File: src/rtl/baluga_pkg.sv
// ---------------------------------------------------------------------------
// baluga_pkg: shared widths, special instruction words and fetch states.
// Rev 1.0
// ---------------------------------------------------------------------------
`default_nettype none

package baluga_pkg;

  localparam int PC_WIDTH    = 8;
  localparam int INSTR_WIDTH = 9;

  localparam logic [INSTR_WIDTH-1:0] NOP_INSTR  = 9'h000;
  localparam logic [INSTR_WIDTH-1:0] HALT_INSTR = 9'h1FF;

  typedef logic [1:0] fetch_state_t;

  localparam fetch_state_t S_BOOT     = 2'd0;
  localparam fetch_state_t S_RUN      = 2'd1;
  localparam fetch_state_t S_REDIRECT = 2'd2;
  localparam fetch_state_t S_HALT     = 2'd3;

endpackage

`default_nettype wire

File: src/rtl/pc_next.sv
// ---------------------------------------------------------------------------
// pc_next: combinational redirect decode, next-PC select and PC adders.
// Rev 1.0
// ---------------------------------------------------------------------------
`default_nettype none

module pc_next
  import baluga_pkg::*;
#(
  parameter int                     PC_WIDTH    = baluga_pkg::PC_WIDTH,
  parameter int                     INSTR_WIDTH = baluga_pkg::INSTR_WIDTH,
  parameter logic [INSTR_WIDTH-1:0] HALT_INSTR  = baluga_pkg::HALT_INSTR
) (
  input  fetch_state_t             state,
  input  logic [PC_WIDTH-1:0]      pc,
  input  logic [PC_WIDTH-1:0]      id_pc,
  input  logic                     stall,
  input  logic [PC_WIDTH-1:0]      branch_value,
  input  logic                     branch_ctrl,
  input  logic [PC_WIDTH-1:0]      jump_value,
  input  logic                     jump_ctrl,
  input  logic [INSTR_WIDTH-1:0]   imem_data,
  output logic [PC_WIDTH-1:0]      next_pc,
  output logic                     redirect,
  output logic                     advance,
  output logic                     fetching,
  output logic                     halt_word
);

  logic jump_taken;
  logic branch_taken;
  logic ctrl_live;

  // Only a clean 1 counts as taken; unknown control from ID must not redirect.
  assign jump_taken   = (jump_ctrl === 1'b1);
  assign branch_taken = (branch_ctrl === 1'b1);
  assign ctrl_live    = (state == S_RUN) || (state == S_HALT);

  assign redirect  = ctrl_live && (jump_taken || branch_taken);
  assign fetching  = ((state == S_RUN) || (state == S_REDIRECT)) && !stall;
  assign halt_word = (imem_data == HALT_INSTR);
  assign advance   = redirect || (fetching && !halt_word);

  // Same-width add wraps mod 2^PC_WIDTH, which is the sign-extended offset add.
  always_comb begin
    next_pc = pc + {{(PC_WIDTH-1){1'b0}}, 1'b1};
    if (redirect) begin
      if (jump_taken) begin
        next_pc = jump_value;
      end else begin
        next_pc = id_pc + branch_value;
      end
    end
  end

endmodule

`default_nettype wire

File: src/rtl/fetch_unit.sv
// ---------------------------------------------------------------------------
// fetch_unit: instruction-fetch stage holding PC, fetch state and counters.
// Rev 1.0
// ---------------------------------------------------------------------------
`default_nettype none

module fetch_unit
  import baluga_pkg::*;
#(
  parameter int                     PC_WIDTH    = baluga_pkg::PC_WIDTH,
  parameter int                     INSTR_WIDTH = baluga_pkg::INSTR_WIDTH,
  parameter logic [PC_WIDTH-1:0]    RESET_PC    = 8'h00,
  parameter logic [INSTR_WIDTH-1:0] NOP_INSTR   = baluga_pkg::NOP_INSTR,
  parameter logic [INSTR_WIDTH-1:0] HALT_INSTR  = baluga_pkg::HALT_INSTR
) (
  input  logic                   clock,
  input  logic                   reset,
  input  logic                   stall,
  input  logic [PC_WIDTH-1:0]    if_branch_value,
  input  logic                   if_branch_ctrl,
  input  logic [PC_WIDTH-1:0]    if_jump_value,
  input  logic                   if_jump_ctrl,
  input  logic [INSTR_WIDTH-1:0] imem_data,
  output logic [PC_WIDTH-1:0]    imem_addr,
  output logic [INSTR_WIDTH-1:0] if_instruction,
  output logic                   flush,
  output logic [PC_WIDTH-1:0]    pc,
  output logic                   halted,
  output logic [15:0]            fetch_count
);

  fetch_state_t          state;
  logic [PC_WIDTH-1:0]   id_pc;
  logic [PC_WIDTH-1:0]   next_pc;
  logic                  redirect;
  logic                  advance;
  logic                  fetching;
  logic                  halt_word;

  pc_next #(
    .PC_WIDTH    (PC_WIDTH),
    .INSTR_WIDTH (INSTR_WIDTH),
    .HALT_INSTR  (HALT_INSTR)
  ) u_pc_next (
    .state        (state),
    .pc           (pc),
    .id_pc        (id_pc),
    .stall        (stall),
    .branch_value (if_branch_value),
    .branch_ctrl  (if_branch_ctrl),
    .jump_value   (if_jump_value),
    .jump_ctrl    (if_jump_ctrl),
    .imem_data    (imem_data),
    .next_pc      (next_pc),
    .redirect     (redirect),
    .advance      (advance),
    .fetching     (fetching),
    .halt_word    (halt_word)
  );

  assign imem_addr      = pc;
  assign flush          = redirect;
  assign halted         = (state == S_HALT);
  assign if_instruction = ((state == S_RUN) || (state == S_REDIRECT)) ? imem_data : NOP_INSTR;

  // The wrong-path word forwarded on a redirect cycle is killed, so it is not counted.
  always_ff @(posedge clock or posedge reset) begin
    if (reset) begin
      pc          <= RESET_PC;
      id_pc       <= RESET_PC;
      state       <= S_BOOT;
      fetch_count <= 16'd0;
    end else begin
      if (advance) begin
        pc    <= next_pc;
        id_pc <= pc;
      end
      if (fetching && !redirect) begin
        fetch_count <= fetch_count + 16'd1;
      end
      case (state)
        S_BOOT: state <= S_RUN;
        S_RUN, S_REDIRECT: begin
          if (redirect) begin
            state <= S_REDIRECT;
          end else if (fetching) begin
            state <= halt_word ? S_HALT : S_RUN;
          end
        end
        S_HALT: begin
          if (redirect) begin
            state <= S_REDIRECT;
          end
        end
        default: state <= S_BOOT;
      endcase
    end
  end

endmodule

`default_nettype wire

File: config.mk
export PLATFORM = sky130hd
export DESIGN_NAME = fetch_unit
export DESIGN_NICKNAME = d
export VERILOG_FILES = /design/src/rtl/baluga_pkg.sv /design/src/rtl/pc_next.sv /design/src/rtl/fetch_unit.sv
export SDC_FILE = /design/constraint.sdc
export NUM_CORES = 1
export LEC_CHECK = 0
export ABC_AREA = 1
export CORE_UTILIZATION = 52
export DETAILED_ROUTE_END_ITERATION = 10
export PLACE_DENSITY = 0.95
export SLEW_MARGIN = 40
export SYNTH_ARGS = -nofsm -noshare
export SYNTH_HDL_FRONTEND = slang
export SYNTH_SLANG_ARGS = --single-unit
export TNS_END_PERCENT = 20
File: constraint.sdc
create_clock -name clock -period 3 [get_ports clock]
set_input_delay 0.6 -clock clock [delete_from_list [all_inputs] [get_ports clock]]
set_output_delay 0.6 -clock clock [all_outputs]
set_load 0.1 [all_outputs]
==> run summary <==
Outcome: complete, but fails checks
Failing checks: DRC
Final Cell Area: 3160 um^2
Cells after synthesis: 344
Synth Flop Type: dfrtp_1
Mapped Nets: 387
RSZ-0062 raised after global routing: no
Critical Path AT: 1710 ps
Initial detailed-routing violation count: 126
FF+latch count, synth: 34
Final Critical Period: 2310 ps
Input/output buffers: 72
Via count: 2,377
Vias in the first global route: 2,214
GRT overflow: 0
CTS max path bufs: 2
Post-synth EDFFs: 0
Clk root buf: clkbuf_8
I/O pin count: 73
Setup Fix Bufs, Post-CTS: 0
Largest net degree at the start of global routing: 35
Overall die area: 5080 um^2
Final Skew: 8.09 ps
Worst-Skew Late Latency: 290 ps
Critical path class: reg -> out
Avg WL per Cell: 12.4 um
Max-Cap Viols: 0
CTS tree: done
Core area: 4470 um^2
Hold crit path type: reg -> reg
Max H-tree Level: 2
Final hold vios: 0
Cell Area, Placed: 3070 um^2
Inserted Diodes: 0
Worst Hold Slack: 490 ps
PostCTS Resize Cnt: 0
Placed cells: 455
Drt total wl: 5710 um
Wire length of the first global-routing pass: 9350 um
Post-synthesis sequential area ratio: 34.1%
CP Capture Type: output pin
Die Wd: 71.3 um
Starting Density: 55.8%
Async SR Flop Fraction: 100%
Layout cells sized above 1: 18.1%
F_max: 433 MHz
# DRC: 6
Critical Path Source Type: register
DP Wirelength: 4360 um
Synthesized area per cell: 7.26 um^2
Yosys warns: 0
Num CTS Buffers: 5
Vias per cell: 5.16
# nets final: 453
CTS sink count: 34
Initial antenna violation count: 0
Post-route insts no fill: 461
Max FO, Critical Path: 12
Synth cell types: 33
Die height: 71.3 um
Cts hold-fix bufs: 0
Max Slew Vio Count: 0
GPL Wtd Cong: 0.876
Worst slew pin tran: 429 ps
Worst slew margin: 71.4%
Fin crit share: 77.0%
Drt first pass iters: 9
Post-Syn Area: 2500 um^2
Final ANT Viol Nets: 0
Area delta synth->final: 26.4%
Clk slew on worst S/H paths: 60 ps
Total GRT Usage: 23.5%
Setup violators final: 0
FP Rows: 24
Crit path required time: 2400 ps
Internal reg-to-reg setup slack: 800 ps
Final setup TNS: 0 ps
-- kinds of logic after synthesis --
kind of cell    share of synthesized area [%]
simple gates                             31.6
buf+inv                                  13.0
compound gates                           8.87
flops                                    34.1
xor+xnor                                 5.61
fa+ha+maj                                6.82
-- cell usage in the layout, fill, tap and decap left out, types with 11 or more instances in the layout --
| cell | Yosys | routed |
|---|---|---|
| o21ai_0 | 16 | 16 |
| nand2_1 | 94 | 94 |
| buf_4 | 8 | 43 |
| dfrtp_1 | 34 | 34 |
| xor2_1 | 12 | 12 |
| ha_1 | 12 | 12 |
| nand3_1 | 15 | 15 |
| inv_1 | 49 | 49 |
| nor2_1 | 41 | 41 |
| a21oi_1 | 11 | 11 |
| clkdlybuf4s50_1 | 0 | 29 |
-- area by class of cell --
type,instances,area [um^2]
multi-input combinational,244,1320
fill,339,1320
sequential,34,851
timing repair buffer,73,633
inverter,52,203
clock buffer,6,82.6
tap,52,65.1
-- worst max-delay path, stage by stage, from the launching register on --
cell and delay, ps:
dfrtp_1 410, inv_1 60, ha_1 500, nand2_1 100
inv_1 80, buf_4 280
-- cell usage after synthesis (5+ instances only) --
cell | instances | area (um^2)
dfrtp_1 | 34 | 851
o21ai_2 | 5 | 43.8
nand3_1 | 15 | 75.1
nor2_1 | 41 | 154
a21oi_1 | 11 | 55.1
nor3_1 | 5 | 25.0
buf_4 | 8 | 60.1
xor2_1 | 12 | 105
o21ai_0 | 16 | 80.1
inv_1 | 49 | 184
nand2_1 | 94 | 353
ha_1 | 12 | 150
-- layer usage --
metal	up-vias	track usage, %	wire length [um]
met4	0	10.0	95
met2	93	40.2	2790
met3	9	6.05	418
met5	-	0	0
met1	1081	28.0	2410
li1	1194	-	-
-- registers in the layout, summed over array words and instances (netlist names) --
signal and flops:
state 2, fetch_count 16, imem_addr 8, id_pc 8
-- path summary, 6_finish.rpt --
kind / from / end / cells past startpoint
min in group asynchronous: reset / fetch_count[10] / 3
max in group asynchronous: reset / state[0] / 3
min: id_pc[2] / id_pc[2] / 2
max reg2reg: state[0] / imem_addr[4] / 8
min reg2reg: id_pc[2] / id_pc[2] / 2
max: state[0] / if_instruction[7] / 5
-- per-stage QoR --
stage	setup slack, ps	utilization, %
2_1_floorplan	360	-
3_3_place_gp	520	68.7
3_5_place_dp	489	68.7
4_1_cts	679	70.5
5_1_grt	544	70.5
6_report	690	70.5
Power is left out: the tool's default activity adds up to more than one toggle a clock period on the data nets, which glitch-free logic cannot reach.
